--- config.mk ---
export PLATFORM = sky130hd
export DESIGN_NAME = dmem_access
export DESIGN_NICKNAME = d
export VERILOG_FILES = /design/src/rtl/dmem_access.sv
export SDC_FILE = /design/constraint.sdc
export NUM_CORES = 1
export LEC_CHECK = 0
export CAP_MARGIN = 40
export CORE_MARGIN = 4
export CORE_UTILIZATION = 41
export DETAILED_ROUTE_END_ITERATION = 7
export GPL_TIMING_DRIVEN = 0
export HOLD_SLACK_MARGIN = 0.02
export PLACE_DENSITY_LB_ADDON = 0.15
export SLEW_MARGIN = 20
export SYNTH_ARGS = -nofsm -noshare
export SYNTH_HDL_FRONTEND = slang
export SYNTH_SLANG_ARGS = --single-unit
--- constraint.sdc ---
create_clock -name clk -period 1.7 [get_ports clk]
set_input_delay 0.17 -clock clk [delete_from_list [all_inputs] [get_ports clk]]
set_output_delay 0.17 -clock clk [all_outputs]
set_load 0.05 [all_outputs]
--- src/rtl/dmem_access.sv ---
// dmem_access: M-stage data-access sequencer for the pipelined MIPS core.
// Turns loads/stores into a req/ack transaction on a variable-latency data
// memory port, stalling the pipeline until the access completes.
// Optional feature macro: DMEM_TIMEOUT_EN aborts an access after TIMEOUT
// BUSY cycles without ack (errM set, load result forced to 0).
module dmem_access #(
    parameter int unsigned TIMEOUT = 255
) (
    input  logic        clk,
    input  logic        reset,
    input  logic        memtoregM,
    input  logic        memwriteM,
    input  logic        lbM,
    input  logic [31:0] aluoutM,
    input  logic [31:0] writedataM,
    output logic        stallMem,
    output logic [31:0] readdataM,
    output logic        errM,
    output logic        mem_req,
    output logic        mem_we,
    output logic [31:0] mem_addr,
    output logic [31:0] mem_wdata,
    output logic [3:0]  mem_be,
    input  logic        mem_ack,
    input  logic [31:0] mem_rdata
);

    typedef enum logic [1:0] {IDLE, BUSY, DONE} state_t;

    state_t      state_q, state_d;
    logic        req_q, req_d;
    logic        we_q, we_d;
    logic [31:0] addr_q, addr_d;
    logic [31:0] wdata_q, wdata_d;
    logic [31:0] rdata_q, rdata_d;
    logic        err_q, err_d;
    logic        lb_q, lb_d;
    logic [1:0]  lane_q, lane_d;
    logic        stall;

    logic acc, misal, legal;

`ifdef DMEM_TIMEOUT_EN
    localparam int unsigned CNT_W = $clog2(TIMEOUT + 1);
    localparam logic [CNT_W-1:0] TO_MAX = CNT_W'(TIMEOUT);
    logic [CNT_W-1:0] cnt_q, cnt_d;
`else
    logic unused_timeout;
    assign unused_timeout = (TIMEOUT == 0);
`endif

    // Select the addressed byte lane and sign-extend it for lb.
    function automatic logic [31:0] lb_extend(input logic [31:0] w, input logic [1:0] lane);
        logic [7:0] b;
        b = w[{lane, 3'b000} +: 8];
        return {{24{b[7]}}, b};
    endfunction

    assign acc   = memtoregM | memwriteM;
    assign misal = acc & (aluoutM[1:0] != 2'b00) & ~lbM;
    assign legal = acc & ~misal;

    // Next-state, bus request and stall decode.
    always_comb begin
        state_d = state_q;
        req_d   = req_q;
        we_d    = we_q;
        addr_d  = addr_q;
        wdata_d = wdata_q;
        rdata_d = rdata_q;
        err_d   = err_q;
        lb_d    = lb_q;
        lane_d  = lane_q;
        stall   = 1'b0;
`ifdef DMEM_TIMEOUT_EN
        cnt_d   = cnt_q;
`endif
        case (state_q)
            IDLE: begin
                if (misal) begin
                    // Misaligned word access: flag it and let the pipeline move on.
                    err_d = 1'b1;
                end else if (legal) begin
                    stall   = 1'b1;
                    state_d = BUSY;
                    req_d   = 1'b1;
                    we_d    = memwriteM;
                    addr_d  = {aluoutM[31:2], 2'b00};
                    wdata_d = writedataM;
                    lb_d    = lbM & ~memwriteM;
                    lane_d  = aluoutM[1:0];
                    // Load and store at once is illegal; the store wins.
                    if (memtoregM & memwriteM) err_d = 1'b1;
`ifdef DMEM_TIMEOUT_EN
                    cnt_d   = '0;
`endif
                end
            end
            BUSY: begin
                stall = 1'b1;
                if (mem_ack) begin
                    req_d   = 1'b0;
                    state_d = DONE;
                    if (!we_q) rdata_d = lb_q ? lb_extend(mem_rdata, lane_q) : mem_rdata;
`ifdef DMEM_TIMEOUT_EN
                end else if (cnt_q + 1'b1 == TO_MAX) begin
                    req_d   = 1'b0;
                    state_d = DONE;
                    err_d   = 1'b1;
                    if (!we_q) rdata_d = '0;
                end else begin
                    cnt_d = cnt_q + 1'b1;
`endif
                end
            end
            DONE: begin
                // One unstalled cycle so the pipeline advances past this access.
                state_d = IDLE;
            end
            default: state_d = IDLE;
        endcase
    end

    // State and registered bus outputs; reset abandons any transaction.
    always_ff @(posedge clk or negedge reset) begin
        if (!reset) begin
            state_q <= IDLE;
            req_q   <= 1'b0;
            we_q    <= 1'b0;
            addr_q  <= '0;
            wdata_q <= '0;
            rdata_q <= '0;
            err_q   <= 1'b0;
            lb_q    <= 1'b0;
            lane_q  <= 2'b00;
`ifdef DMEM_TIMEOUT_EN
            cnt_q   <= '0;
`endif
        end else begin
            state_q <= state_d;
            req_q   <= req_d;
            we_q    <= we_d;
            addr_q  <= addr_d;
            wdata_q <= wdata_d;
            rdata_q <= rdata_d;
            err_q   <= err_d;
            lb_q    <= lb_d;
            lane_q  <= lane_d;
`ifdef DMEM_TIMEOUT_EN
            cnt_q   <= cnt_d;
`endif
        end
    end

    // Stall is gated by reset so it drops immediately when reset asserts.
    assign stallMem  = reset & stall;
    assign readdataM = rdata_q;
    assign errM      = err_q;
    assign mem_req   = req_q;
    assign mem_we    = we_q;
    assign mem_addr  = addr_q;
    assign mem_wdata = wdata_q;
    assign mem_be    = 4'b1111;

endmodule

# [Yosys cells after proc, flatten, opt, wreduce, memory -nomap -nowiden]
# Cells that the tools add are included.
[totals] reg_bits=102 inputBits=102
[classes] eq_ne=4 shift=1 mux=15 bitwise_logic=11 reduce_logical=10
[op_table] operator="$mux W32" n=1
[op_table] operator="$shiftx A32 B6 Y8" n=1
[op_table] operator="$reduce_and A3 Y1" n=4
[op_table] operator="$mux W1" n=8
[op_table] operator="$reduce_bool A2 Y1" n=4
[op_table] operator="$and A1 B1 Y1" n=6
[op_table] operator="$mux W2" n=3
[op_table] operator="$ne A2 B2 Y1 const B" n=3
[op_table] operator="$not A1 Y1" n=4
[op_table] operator="$pmux W1 S2" n=2
[op_table] operator="$pmux W2 S2" n=1
[op_table] operator="$reduce_and A4 Y1" n=1
[op_table] operator="$eq A2 B1 Y1 const B" n=1
[op_table] operator="$logic_not A2 Y1" n=1
[op_table] operator="$or A1 B1 Y1" n=1

# [Longest topological paths before layout]
# Gate-level depths: netlist of run 1.
[depth] ltp_word=9 mapped_depth=6 ltp_nobuf=4

# [Least setup slack after synthesis of run 1]
# Ideal clock, no wire load.
[synth_timing] path_kind="reg2out" start="reg state_q[0]" end="out stallMem" t_arrival_ns=1.620 setup_slack_ns=-0.090 path_stages_with_launch=3 cell_sequence="dfrtp_1 > a21oi_1 > nor3b_1"
[synth_via] elab_chain_len=3 elab_cells_between_ends=4 cone_classes="eq/ne: 1; mux: 1; bitwise: 1; reduce/logical: 1"
[synth_lines] item="start: declaration" line_no="30" rtl="state_t state_q, state_d;"
[synth_lines] item="start signal: assignment" line_no="140" rtl="state_q <= state_d;"
[synth_lines] item="$eq A2 B1 Y1 / $logic_not A2 Y1 (equally long branches)" line_no="78" rtl="case (state_q)"
[synth_lines] item="$pmux W1 S2 *" line_no="78"
[synth_lines] item="$and A1 B1 Y1 *" line_no="156" rtl="assign stallMem = reset & stall;"
[synth_lines] item="end: declaration" line_no="16" rtl="output logic stallMem,"
# Mark *: on every way between the ends. The rest lies on a longest branch, timed or not.

# [Worst setup path in the final report of run 1]
[layout_timing] start="in memwriteM" end="out stallMem"
[layout_via] elab_chain_len=9
[layout_lines] item="start: declaration" line_no="12" rtl="input logic memwriteM,"
[layout_lines] item="$or A1 B1 Y1 *" line_no="59" rtl="assign acc = memtoregM | memwriteM;"
[layout_lines] item="$and A1 B1 Y1 (2 in series)" line_no="60" rtl="assign misal = acc & (aluoutM[1:0] != 2'b00) & ~lbM;"
[layout_lines] item="$not A1 Y1 (no source line)"
[layout_lines] item="$and A1 B1 Y1" line_no="61" rtl="assign legal = acc & ~misal;"
[layout_lines] item="$mux W1" line_no="83" rtl="end else if (legal) begin"
[layout_lines] item="$mux W1 *" line_no="80" rtl="if (misal) begin"
[layout_lines] item="$pmux W1 S2 *" line_no="78"
[layout_lines] item="$and A1 B1 Y1 *" line_no="156"
# Marked as above.

==> flow_summary.html, run 1 <==
<table>
<tr><th>Metric</th><th>Value</th></tr>
<tr><th colspan="2">Routing</th></tr>
<tr><td>Number of nets with antenna violations after routing</td><td>0</td></tr>
<tr><td>Final routed wirelength across all metal layers</td><td>11,910 microns</td></tr>
<tr><td>Number of detailed-route iterations in the first pass</td><td>4</td></tr>
<tr><td>WL per Instance</td><td>16.82 microns</td></tr>
<tr><td>Post-DR vias/cell</td><td>4.905</td></tr>
<tr><td>DRC errors left</td><td>0</td></tr>
<tr><td>Initial drt markers</td><td>103</td></tr>
<tr><td>Via count of the routed design</td><td>3,473</td></tr>
<tr><th colspan="2">Clock network</th></tr>
<tr><td>Clock tree from TritonCTS</td><td>done</td></tr>
<tr><td>Number of buffers on the longest clock path</td><td>2</td></tr>
<tr><td>Setup fix buffers added after clock tree synthesis</td><td>0</td></tr>
<tr><td># clock sinks</td><td>102</td></tr>
<tr><td>Clock slew seen by the registers of the worst setup and hold paths</td><td>0.10 ns</td></tr>
<tr><td>Clock latency reported for the late side of the worst-skew pair</td><td>0.36 ns</td></tr>
<tr><td>Inserted Clock Buffers</td><td>9</td></tr>
<tr><td>H-tree lvl count</td><td>3</td></tr>
<tr><td>Root buf cell</td><td>sky130_fd_sc_hd__clkbuf_8</td></tr>
<tr><th colspan="2">Worst setup path</th></tr>
<tr><td>CP Class</td><td>in2out</td></tr>
<tr><td>Data arrival time of the critical path</td><td>1.42 ns</td></tr>
<tr><td>Crit Path Max Fanout</td><td>4</td></tr>
<tr><td>Startpoint types</td><td>primary input</td></tr>
<tr><td>Worst path required time</td><td>1.53 ns</td></tr>
<tr><td>Worst setup EP type</td><td>primary output</td></tr>
<tr><th colspan="2">Floorplan</th></tr>
<tr><td>Initial standard-cell utilization of the core</td><td>42.41%</td></tr>
<tr><td>Core area</td><td>0.01042 sq mm</td></tr>
<tr><td>Die width</td><td>111.8 microns</td></tr>
<tr><td>I/O pin count</td><td>206</td></tr>
<tr><td>Vert. Die Dim</td><td>111.8 microns</td></tr>
<tr><td>Std-Cell Rows</td><td>37</td></tr>
<tr><td>Full die area</td><td>0.01250 sq mm</td></tr>
<tr><th colspan="2">Global route</th></tr>
<tr><td>Number of global-route vias before repair</td><td>3,780</td></tr>
<tr><td>First-pass GRT wire length</td><td>19,330 microns</td></tr>
<tr><td>Overall overflow remaining after global route</td><td>0</td></tr>
<tr><td>Overall Global Routing Usage</td><td>19.28%</td></tr>
<tr><td>Number of antenna violations at the first check in global routing</td><td>0</td></tr>
<tr><td>Maximum number of pins on one net before global-route repair</td><td>57</td></tr>
<tr><th colspan="2">Logic synthesis</th></tr>
<tr><td>Area of the mapped netlist</td><td>0.004418 sq mm</td></tr>
<tr><td>Dominant register cell in the synthesized netlist</td><td>sky130_fd_sc_hd__dfrtp_1</td></tr>
<tr><td>Number of synthesis warnings</td><td>0</td></tr>
<tr><td>Avg Synthesized Cell Area</td><td>12.55 sq um</td></tr>
<tr><td>Register bit total from synthesis</td><td>102</td></tr>
<tr><td>Post-Syn Instances</td><td>352</td></tr>
<tr><td>Ys async rst share</td><td>100.0%</td></tr>
<tr><td>Count of different cell masters after synthesis</td><td>33</td></tr>
<tr><td>Count of flip-flops with a built-in enable after synthesis</td><td>0</td></tr>
<tr><td>Sequential area share after synthesis</td><td>57.77%</td></tr>
<tr><th colspan="2">Power and ir drop</th></tr>
<tr><td>Internal power summed over all cells</td><td>6824 uW</td></tr>
<tr><td>Combinational group share of total power</td><td>60.3%</td></tr>
<tr><td>Total power of the final layout</td><td>14,190 uW</td></tr>
<tr><td>Power density normalized to cell area</td><td>2120 mW/mm^2</td></tr>
<tr><td>Sequential fraction of design power</td><td>29.5%</td></tr>
<tr><td>Net switching component of the power</td><td>7369 uW</td></tr>
<tr><td>Leak</td><td>0.002982 uW</td></tr>
<tr><td>Clock power frac</td><td>10.2%</td></tr>
<tr><td>Switching Share</td><td>51.92%</td></tr>
<tr><td>VDD IR-drop max</td><td>1.104 mV</td></tr>
<tr><th colspan="2">Layout</th></tr>
<tr><td>Antenna diode count</td><td>0</td></tr>
<tr><td>Most common library cell in the layout ignoring fill and taps</td><td>sky130_fd_sc_hd__dfrtp_1</td></tr>
<tr><td>Nets</td><td>669</td></tr>
<tr><td>Non-Filler Cell Area, Final</td><td>0.006694 sq mm</td></tr>
<tr><td>Fin util</td><td>64.26%</td></tr>
<tr><td>Cell Count, Final, Fillers Out</td><td>708</td></tr>
<tr><td>Layout Area Growth over Synthesis</td><td>51.52%</td></tr>
<tr><td>Filler Cell Count</td><td>911</td></tr>
<tr><td>Top library cells by usage in the layout, fill and taps aside</td><td>sky130_fd_sc_hd__dfrtp_1, sky130_fd_sc_hd__clkdlybuf4s50_1, sky130_fd_sc_hd__dlygate4sd2_1</td></tr>
<tr><td>Share of post-route cells with drive strength above 1</td><td>23.95%</td></tr>
<tr><th colspan="2">Timing</th></tr>
<tr><td>Setup repair after global routing missed its margin</td><td>false</td></tr>
<tr><td>Number of hold violations in the final report</td><td>46</td></tr>
<tr><td>Relative slew margins</td><td>63.08%</td></tr>
<tr><td>Maximum clock skew at final layout</td><td>0.01441 ns</td></tr>
<tr><td>Minimum hold slack</td><td>-0.2779 ns</td></tr>
<tr><td>Max Freq</td><td>628.6 MHz</td></tr>
<tr><td>Share of the clock period used by the worst path after layout</td><td>93.57%</td></tr>
<tr><td>Time the final worst path needs with I/O delays and setup</td><td>1.591 ns</td></tr>
<tr><td>Slew at the pin closest to its max-slew limit</td><td>0.5560 ns</td></tr>
<tr><td>Final slew viol count</td><td>0</td></tr>
<tr><td>Setup violations, final</td><td>0</td></tr>
<tr><th colspan="2">Place</th></tr>
<tr><td>Final weighted congestion in routability-driven placement</td><td>0.8290</td></tr>
<tr><td>Count of port buffers added during placement</td><td>199</td></tr>
<tr><td>Placement-stage cell area</td><td>0.006629 sq mm</td></tr>
<tr><td>Placed instance count</td><td>692</td></tr>
<tr><td>Detailed Place HPWL</td><td>9240 microns</td></tr>
<tr><th colspan="2">Outcome</th></tr>
<tr><td>Outcome</td><td>finished, violations left</td></tr>
<tr><td>Violated checks</td><td>negative hold slack</td></tr>
<tr><th colspan="2">Flow run</th></tr>
<tr><td>Max Cap Violations</td><td>0</td></tr>
<tr><th colspan="2">Hold path</th></tr>
<tr><td>Class of the tightest hold or removal check</td><td>in2async</td></tr>
</table>
## state kept, by name (all words and copies together), names as in the netlist
name       count
errM           1
lane_q         2
lb_q           1
mem_addr      30
mem_req        1
mem_wdata     32
mem_we         1
readdataM     32
state_q        2
## metrics by stage
step / worst slack [ns] / setup TNS [ns]
2_1_floorplan: 0.2219 / 0
3_3_place_gp: -3.991 / -358.25
3_5_place_dp: -0.4255 / -8.226
4_1_cts: 0.0007991 / 0
5_1_grt: 0.001037 / 0
6_report: 0.1093 / 0
## power by group through the flow
stage / clock [uW] / combinational [uW] / sequential, uW
after floorplan: 0 / 2180 / 8280
after global placement: 0 / 9340 / 4230
after detailed placement: 0 / 9420 / 4300
after CTS: 1490 / 8650 / 4210
after global routing: 1600 / 9000 / 4360
final: 1450 / 8560 / 4190
## synth_stat cells (all sizes together) (2+ instances only)
library cell	number	share of area, %
nand3	7	0.91
mux2	65	17
a21oi	52	7.6
nor2	29	2.5
dfrtp	102	58
nor3	6	0.68
o21ai	22	2.5
nand2	13	1.3
inv	8	0.68
conb	2	0.17
buf	24	4.8
clkbuf	3	0.25
or2	2	0.28
nand2b	2	0.28
nor2b	6	0.85
nor3b	2	0.34
## worst max-delay path: stages
cell,delay [ns]
sky130_fd_sc_hd__clkdlybuf4s50_1,0.53
sky130_fd_sc_hd__or2_1,0.18
sky130_fd_sc_hd__a21oi_1,0.09
sky130_fd_sc_hd__nor3b_2,0.15
sky130_fd_sc_hd__buf_2,0.29
## timing repair
item / 4_1_cts / 5_1_grt
resized for setup: 101 / 3
hold endpoints to repair: 46 / 46
setup endpoints to repair: 97 / 8
## layout make-up
type / instances / area [sq um] / area share, %
buffer: 28 / 235.2 / 3.514
clock inverter: 4 / 31.28 / 0.4673
multi-input combinational: 218 / 1622 / 24.22
inverter: 8 / 30.03 / 0.4486
tap: 136 / 170.2 / 2.542
clock buffer: 12 / 155.1 / 2.318
sequential: 102 / 2552 / 38.13
timing repair buffer: 200 / 1898 / 28.36
## worst paths after layout
check,from,to,slack [ns],depth (start not counted)
min in group clk,lbM,lb_q,0.39,3
setup reg to reg,state_q[1],mem_addr[28],0.16,5
setup / recovery,memwriteM,stallMem,0.11,5
hold reg to reg,errM,errM,0.49,1
hold / removal,reset,readdataM[20],-0.28,1
max in group asynchronous,reset,mem_addr[22],1.34,2
## cells by family after synthesis
family	share of synthesized area (%)
flip-flops	57.77
AO/OA/AOI/OAI	10.68
AND/OR/NAND/NOR	7.590
multiplexers	17.81
buffers and inverters	5.976
other	0.1700
## per-layer routing
layer	track usage [%]	vias up	share of wire [%]
li1	-	1631	-
met3	9.293	6	13
met2	32.93	155	49
met4	4.055	0	0.66
met1	22.06	1681	37
met5	0	-	0
No activity file was read; power rests on OpenSTA's default activity.
==> inputs of run 2 (changes only) <==
CORE_UTILIZATION = 37   (was 41)
CTS_BUF_LIST = sky130_fd_sc_hd__clkbuf_16   (was unset)
clock period = 1.3 ns   (was 1.7 ns; I/O delays follow)
==> run 2 against run 1 <==
The flow finishes with violations (negative hold slack, negative setup slack). Cell area up 16%. Register-to-register slack worse by 0.33 ns. Sequential cell count stayed put.
==> flow_summary.html, run 2 (synthesized netlist as in run 1, its figures left out) <==
<table>
<tr><th>Metric</th><th>Value</th></tr>
<tr><th colspan="2">Timing</th></tr>
<tr><td>Share of the clock period used by the worst path after layout</td><td>113.0%</td></tr>
<tr><td>Time the final worst path needs with I/O delays and setup</td><td>1.468 ns</td></tr>
<tr><td>Maximum clock skew at final layout</td><td>0.004413 ns</td></tr>
<tr><td>Setup violations, final</td><td>100</td></tr>
<tr><td>Sum of negative setup slack</td><td>-9.469 ns</td></tr>
<tr><td>Final slew viol count</td><td>0</td></tr>
<tr><td>Minimum hold slack</td><td>-0.3450 ns</td></tr>
<tr><td>Post-route setup slack</td><td>-0.1685 ns</td></tr>
<tr><td>Max Freq</td><td>681.0 MHz</td></tr>
<tr><td>Number of hold violations in the final report</td><td>102</td></tr>
<tr><td>Setup repair after global routing missed its margin</td><td>true</td></tr>
<tr><th colspan="2">Routing</th></tr>
<tr><td>Initial drt markers</td><td>181</td></tr>
<tr><td>Number of detailed-route iterations in the first pass</td><td>4</td></tr>
<tr><td>WL per Instance</td><td>17.65 microns</td></tr>
<tr><td>Final routed wirelength across all metal layers</td><td>13,010 microns</td></tr>
<tr><td>Via count of the routed design</td><td>3,628</td></tr>
<tr><td>DRC errors left</td><td>0</td></tr>
<tr><td>Post-DR vias/cell</td><td>4.923</td></tr>
<tr><td>Number of nets with antenna violations after routing</td><td>0</td></tr>
<tr><th colspan="2">Clock network</th></tr>
<tr><td>H-tree lvl count</td><td>3</td></tr>
<tr><td>Clock latency reported for the late side of the worst-skew pair</td><td>0.34 ns</td></tr>
<tr><td>Inserted Clock Buffers</td><td>9</td></tr>
<tr><td># clock sinks</td><td>102</td></tr>
<tr><td>Clock tree from TritonCTS</td><td>done</td></tr>
<tr><td>Clock slew seen by the registers of the worst setup and hold paths</td><td>0.07 ns</td></tr>
<tr><td>Number of buffers on the longest clock path</td><td>2</td></tr>
<tr><td>Root buf cell</td><td>sky130_fd_sc_hd__clkbuf_16</td></tr>
<tr><th colspan="2">Worst setup path</th></tr>
<tr><td>CP peak stage delay</td><td>0.44 ns</td></tr>
<tr><td>Data arrival time of the critical path</td><td>1.69 ns</td></tr>
<tr><td>Worst setup EP type</td><td>flip-flop</td></tr>
<tr><td>Slowest library cell on the worst path</td><td>sky130_fd_sc_hd__dfrtp_2</td></tr>
<tr><td>Worst path required time</td><td>1.52 ns</td></tr>
<tr><td>Crit Path Max Fanout</td><td>10</td></tr>
<tr><td>Critical Path, Cell by Cell</td><td>nand3b_4 &gt; or2_1 &gt; buf_6 &gt; buf_12 &gt; a21oi_4 &gt; a21oi_2</td></tr>
<tr><td>Startpoint types</td><td>flip-flop</td></tr>
<tr><td>CP Class</td><td>reg2reg</td></tr>
<tr><th colspan="2">Global route</th></tr>
<tr><td>Overall overflow remaining after global route</td><td>0</td></tr>
<tr><td>Number of global-route vias before repair</td><td>3,927</td></tr>
<tr><td>Number of antenna violations at the first check in global routing</td><td>0</td></tr>
<tr><td>First-pass GRT wire length</td><td>19,530 microns</td></tr>
<tr><td>Overall Global Routing Usage</td><td>18.35%</td></tr>
<tr><td>Maximum number of pins on one net before global-route repair</td><td>53</td></tr>
<tr><th colspan="2">Layout</th></tr>
<tr><td>Most common library cell in the layout ignoring fill and taps</td><td>sky130_fd_sc_hd__clkdlybuf4s50_1</td></tr>
<tr><td>Fin util</td><td>67.28%</td></tr>
<tr><td>Share of post-route cells with drive strength above 1</td><td>51.85%</td></tr>
<tr><td>Nets</td><td>691</td></tr>
<tr><td>Top library cells by usage in the layout, fill and taps aside</td><td>sky130_fd_sc_hd__clkdlybuf4s50_1, sky130_fd_sc_hd__dfrtp_1, sky130_fd_sc_hd__clkdlybuf4s15_2</td></tr>
<tr><td>Antenna diode count</td><td>0</td></tr>
<tr><td>Layout Area Growth over Synthesis</td><td>76.13%</td></tr>
<tr><th colspan="2">Flow run</th></tr>
<tr><td>Max Cap Violations</td><td>0</td></tr>
<tr><th colspan="2">Power and ir drop</th></tr>
<tr><td>Combinational group share of total power</td><td>59.9%</td></tr>
<tr><td>Internal power summed over all cells</td><td>11,350 uW</td></tr>
<tr><td>Switching Share</td><td>47.70%</td></tr>
<tr><td>Net switching component of the power</td><td>10,350 uW</td></tr>
<tr><td>Leak</td><td>0.003256 uW</td></tr>
<tr><td>Clock power frac</td><td>14.0%</td></tr>
<tr><td>Power density normalized to cell area</td><td>2788 mW/mm^2</td></tr>
<tr><td>Sequential fraction of design power</td><td>26.1%</td></tr>
<tr><td>VDD IR-drop max</td><td>1.727 mV</td></tr>
<tr><th colspan="2">Floorplan</th></tr>
<tr><td>Core area</td><td>0.01156 sq mm</td></tr>
<tr><td>Die width</td><td>117.3 microns</td></tr>
<tr><td>Initial standard-cell utilization of the core</td><td>38.20%</td></tr>
<tr><td>Vert. Die Dim</td><td>117.3 microns</td></tr>
<tr><td>Full die area</td><td>0.01375 sq mm</td></tr>
<tr><td>Std-Cell Rows</td><td>39</td></tr>
<tr><td>I/O pin count</td><td>206</td></tr>
<tr><th colspan="2">Place</th></tr>
<tr><td>Final weighted congestion in routability-driven placement</td><td>0.7906</td></tr>
<tr><td>Post-Place Setup Slack</td><td>-0.7985 ns</td></tr>
<tr><td>Detailed Place HPWL</td><td>9266 microns</td></tr>
<tr><td>Count of port buffers added during placement</td><td>199</td></tr>
<tr><th colspan="2">Outcome</th></tr>
<tr><td>Violated checks</td><td>negative hold slack, negative setup slack</td></tr>
<tr><td>Outcome</td><td>finished, violations left</td></tr>
<tr><th colspan="2">Hold path</th></tr>
<tr><td>Class of the tightest hold or removal check</td><td>in2async</td></tr>
</table>
run 2: cell types whose count changed in the layout (fill, tap and decap cells not counted), moves of 9 or more:
cell / change
sky130_fd_sc_hd__nand2_1: -9
sky130_fd_sc_hd__a21oi_1: -27
sky130_fd_sc_hd__clkbuf_16: +11
sky130_fd_sc_hd__clkdlybuf4s15_2: +94
sky130_fd_sc_hd__a21oi_4: +11
sky130_fd_sc_hd__a21oi_2: +16
sky130_fd_sc_hd__clkbuf_8: -11
sky130_fd_sc_hd__dlygate4sd2_1: -95
run 2: cell type report:
class	instances	area, sq um
Clock buffer	9	225.2
Buffer	24	272.8
Clock inverter	7	112.6
Tap cell	143	178.9
Fill cell	864	3784
Multi-Input combinational cell	219	1939
Sequential cell	102	2557
Timing Repair Buffer	225	2465
Inverter	8	30.03
run 2: worst paths after layout:
| check | startpoint | to | slack (ns) | cells past startpoint |
|---|---|---|---|---|
| min in group clk | memwriteM | mem_we | 0.28 | 2 |
| min reg2reg | errM | errM | 0.47 | 1 |
| min | reset | readdataM[19] | -0.34 | 1 |
| max | state_q[1] | readdataM[26] | -0.17 | 6 |
| max reg2reg | state_q[1] | readdataM[26] | -0.17 | 6 |
| max in group asynchronous | reset | mem_we | 1.09 | 2 |
run 2: per-layer routing:
layer / part of all wire [%] / global-route usage, % / vias up
li1: - / - / 1679
met1: 40 / 22.62 / 1777
met2: 48 / 29.07 / 157
met3: 11 / 8.380 / 15
met4: 1.2 / 5.352 / 0
met5: 0 / 0 / -
run 2: metrics by stage:
stage	cell area [sq um]	std cells	power [uW]
6_report	7781	737	21700
5_1_grt	7781	737	22700
4_1_cts	7579	733	21420
3_5_place_dp	6650	699	17950
3_3_place_gp	6621	698	17810
2_1_floorplan	4451	356	13700
run 2: repair_timing:
action	CTS	global route
buffers inserted	17	3
resized for setup	373	50
cloned	3	4
pin swaps	5	6
hold endpoints to repair	51	51
setup endpoints to repair	197	103
run 2: power groups by stage:
stage | Clock, uW | Combinational [uW] | Sequential, uW
floorplan | 0 | 2870 | 10800
global placement | 0 | 12300 | 5550
detailed placement | 0 | 12300 | 5620
CTS | 3100 | 12700 | 5610
global route | 3230 | 13600 | 5880
finish | 3040 | 13000 | 5660
run 2: worst max-delay path, delay by kind of cell, from the launching register on:
kind            cells  cell delay, ns
compound gates      2            0.20
flops               1            0.44
buf+inv             2            0.32
simple gates        2            0.40
==> inputs of run 3 (changes only) <==
CTS_CLUSTER_SIZE = 40   (was unset)
SLEW_MARGIN = unset   (was 20)
==> run 3 against run 2 <==
Via count rose by 2.6%. The run still ends with negative hold slack, negative setup slack left. Cell area rose by 2.4%. Wire length rose by 4.3%. Clock power barely moved. Fmax fell by 1.7%. Clock skew fell by 0.00077 ns. Core utilization rose by 1.6 points. Hold slack got worse by 0.011 ns. Sequential power barely moved. Die area did not move. Worst setup slack got worse by 0.025 ns. Largest cell class unchanged.
==> flow_summary.html, run 3 (synthesized netlist as in run 1, its figures left out) <==
<table>
<tr><th>Metric</th><th>Value</th></tr>
<tr><th colspan="2">Worst setup path</th></tr>
<tr><td>Worst setup EP type</td><td>flip-flop</td></tr>
<tr><td>Slowest library cell on the worst path</td><td>sky130_fd_sc_hd__mux4_2</td></tr>
<tr><td>Data arrival time of the critical path</td><td>1.72 ns</td></tr>
<tr><td>CP peak stage delay</td><td>0.57 ns</td></tr>
<tr><td>Startpoint types</td><td>flip-flop</td></tr>
<tr><td>CP Class</td><td>reg2reg</td></tr>
<tr><td>Crit Path Max Fanout</td><td>5</td></tr>
<tr><td>Critical Path, Cell by Cell</td><td>buf_6 &gt; mux4_2 &gt; nand2_8 &gt; clkbuf_16 &gt; a21oi_2</td></tr>
<tr><td>Worst path required time</td><td>1.53 ns</td></tr>
<tr><th colspan="2">Floorplan</th></tr>
<tr><td>Initial standard-cell utilization of the core</td><td>38.20%</td></tr>
<tr><td>I/O pin count</td><td>206</td></tr>
<tr><td>Die width</td><td>117.3 microns</td></tr>
<tr><td>Full die area</td><td>0.01375 sq mm</td></tr>
<tr><td>Std-Cell Rows</td><td>39</td></tr>
<tr><td>Vert. Die Dim</td><td>117.3 microns</td></tr>
<tr><td>Core area</td><td>0.01156 sq mm</td></tr>
<tr><th colspan="2">Clock network</th></tr>
<tr><td>H-tree lvl count</td><td>3</td></tr>
<tr><td>Inserted Clock Buffers</td><td>9</td></tr>
<tr><td># clock sinks</td><td>102</td></tr>
<tr><td>Clock latency reported for the late side of the worst-skew pair</td><td>0.34 ns</td></tr>
<tr><td>Clock slew seen by the registers of the worst setup and hold paths</td><td>0.07 ns</td></tr>
<tr><td>Clock tree from TritonCTS</td><td>done</td></tr>
<tr><td>Number of buffers on the longest clock path</td><td>2</td></tr>
<tr><td>Root buf cell</td><td>sky130_fd_sc_hd__clkbuf_16</td></tr>
<tr><th colspan="2">Routing</th></tr>
<tr><td>WL per Instance</td><td>18.22 microns</td></tr>
<tr><td>Via count of the routed design</td><td>3,723</td></tr>
<tr><td>Number of detailed-route iterations in the first pass</td><td>4</td></tr>
<tr><td>Number of nets with antenna violations after routing</td><td>0</td></tr>
<tr><td>Post-DR vias/cell</td><td>4.997</td></tr>
<tr><td>DRC errors left</td><td>0</td></tr>
<tr><td>Initial drt markers</td><td>193</td></tr>
<tr><td>Final routed wirelength across all metal layers</td><td>13,570 microns</td></tr>
<tr><th colspan="2">Power and ir drop</th></tr>
<tr><td>Leak</td><td>0.003334 uW</td></tr>
<tr><td>VDD IR-drop max</td><td>1.701 mV</td></tr>
<tr><td>Power density normalized to cell area</td><td>2775 mW/mm^2</td></tr>
<tr><th colspan="2">Layout</th></tr>
<tr><td>Filler Cell Count</td><td>834</td></tr>
<tr><td>Non-Filler Cell Area, Final</td><td>0.007970 sq mm</td></tr>
<tr><td>Fin util</td><td>68.92%</td></tr>
<tr><td>Top library cells by usage in the layout, fill and taps aside</td><td>sky130_fd_sc_hd__clkdlybuf4s50_1, sky130_fd_sc_hd__dfrtp_1, sky130_fd_sc_hd__clkdlybuf4s15_2</td></tr>
<tr><td>Most common library cell in the layout ignoring fill and taps</td><td>sky130_fd_sc_hd__clkdlybuf4s50_1</td></tr>
<tr><td>Cell Count, Final, Fillers Out</td><td>745</td></tr>
<tr><td>Layout Area Growth over Synthesis</td><td>80.40%</td></tr>
<tr><td>Antenna diode count</td><td>0</td></tr>
<tr><td>Share of post-route cells with drive strength above 1</td><td>52.49%</td></tr>
<tr><td>Nets</td><td>699</td></tr>
<tr><th colspan="2">Place</th></tr>
<tr><td>Placement-stage cell area</td><td>0.006646 sq mm</td></tr>
<tr><td>Detailed Place HPWL</td><td>9254 microns</td></tr>
<tr><td>Count of port buffers added during placement</td><td>199</td></tr>
<tr><td>Post-Place Setup Slack</td><td>-0.9820 ns</td></tr>
<tr><td>Final weighted congestion in routability-driven placement</td><td>0.7906</td></tr>
<tr><td>Placed instance count</td><td>699</td></tr>
<tr><th colspan="2">Timing</th></tr>
<tr><td>Time the final worst path needs with I/O delays and setup</td><td>1.494 ns</td></tr>
<tr><td>Setup violations, final</td><td>90</td></tr>
<tr><td>Max Freq</td><td>669.4 MHz</td></tr>
<tr><td>Share of the clock period used by the worst path after layout</td><td>114.9%</td></tr>
<tr><td>Post-route setup slack</td><td>-0.1940 ns</td></tr>
<tr><td>Maximum clock skew at final layout</td><td>0.003641 ns</td></tr>
<tr><td>Minimum hold slack</td><td>-0.3563 ns</td></tr>
<tr><td>Setup repair after global routing missed its margin</td><td>true</td></tr>
<tr><td>Final slew viol count</td><td>0</td></tr>
<tr><td>Number of hold violations in the final report</td><td>101</td></tr>
<tr><th colspan="2">Global route</th></tr>
<tr><td>Maximum number of pins on one net before global-route repair</td><td>53</td></tr>
<tr><td>Number of global-route vias before repair</td><td>4,008</td></tr>
<tr><td>Overall overflow remaining after global route</td><td>0</td></tr>
<tr><td>Number of antenna violations at the first check in global routing</td><td>0</td></tr>
<tr><td>Overall Global Routing Usage</td><td>18.77%</td></tr>
<tr><td>First-pass GRT wire length</td><td>19,890 microns</td></tr>
<tr><th colspan="2">Hold path</th></tr>
<tr><td>Class of the tightest hold or removal check</td><td>in2async</td></tr>
<tr><th colspan="2">Outcome</th></tr>
<tr><td>Outcome</td><td>finished, violations left</td></tr>
<tr><td>Violated checks</td><td>negative hold slack, negative setup slack</td></tr>
<tr><th colspan="2">Flow run</th></tr>
<tr><td>Max Cap Violations</td><td>0</td></tr>
</table>
[run 3: where the power goes]
| part | internal (uW) | switching (uW) | total, uW |
|---|---|---|---|
| registers | 4740 | 911 | 5650 |
| clock network | 1870 | 1180 | 3040 |
| logic | 5020 | 8400 | 13400 |
| total | 11600 | 10500 | 22100 |
[run 3: cell type report]
type	count	area, sq um	area share, %
clock buffers	9	225.2	2.826
repair buffers	230	2592	32.53
well taps	143	178.9	2.245
plain buffers	27	326.6	4.097
inverters	8	30.03	0.3768
clock inverters	7	112.6	1.413
multi-input cells	219	1947	24.43
flip-flops and latches	102	2557	32.09
[run 3: path summary, 6_finish.rpt]
check	startpoint	to	slack [ns]	cells past startpoint
max	lane_q[0]	readdataM[24]	-0.19	5
min	reset	readdataM[19]	-0.36	1
max reg2reg	lane_q[0]	readdataM[24]	-0.19	5
min reg2reg	errM	errM	0.49	1
max in group asynchronous	reset	readdataM[25]	0.60	3
min in group clk	memwriteM	mem_we	0.25	2
[run 3: per-stage QoR]
| stage | hold slack, ns | power (uW) | TNS [ns] |
|---|---|---|---|
| 3_3_place_gp | 0.4522 | 17810 | -438.75 |
| 4_1_cts | -0.2952 | 21630 | -8.423 |
| 5_1_grt | -0.3281 | 23120 | -14.02 |
| 6_report | -0.3563 | 22120 | -9.485 |
| 3_5_place_dp | 0.2203 | 17950 | -45.79 |
| 2_1_floorplan | -0.1656 | 13700 | -2.141 |
[run 3: critical path, delay by kind of cell (launching register included)]
kind | cells | cell delay [ns]
compound gates | 1 | 0.05
buf+inv | 2 | 0.27
flops | 1 | 0.34
mux | 1 | 0.57
simple gates | 1 | 0.15
[run 3: routing by layer]
layer / vias up / part of all wire [%] / global-route usage, %
met1: 1826 / 38 / 22.37
met3: 16 / 11 / 7.249
met4: 0 / 1.7 / 7.187
li1: 1698 / - / -
met2: 183 / 49 / 30.73
met5: - / 0 / 0
[run 3: repair_timing]
item / in CTS / in global routing
pin swaps: 5 / 12
gates cloned: 7 / 3
setup endpoints to repair: 197 / 102
endpoints found under the hold margin: 51 / 52
gates resized for setup: 379 / 62
setup buffers: 17 / 5
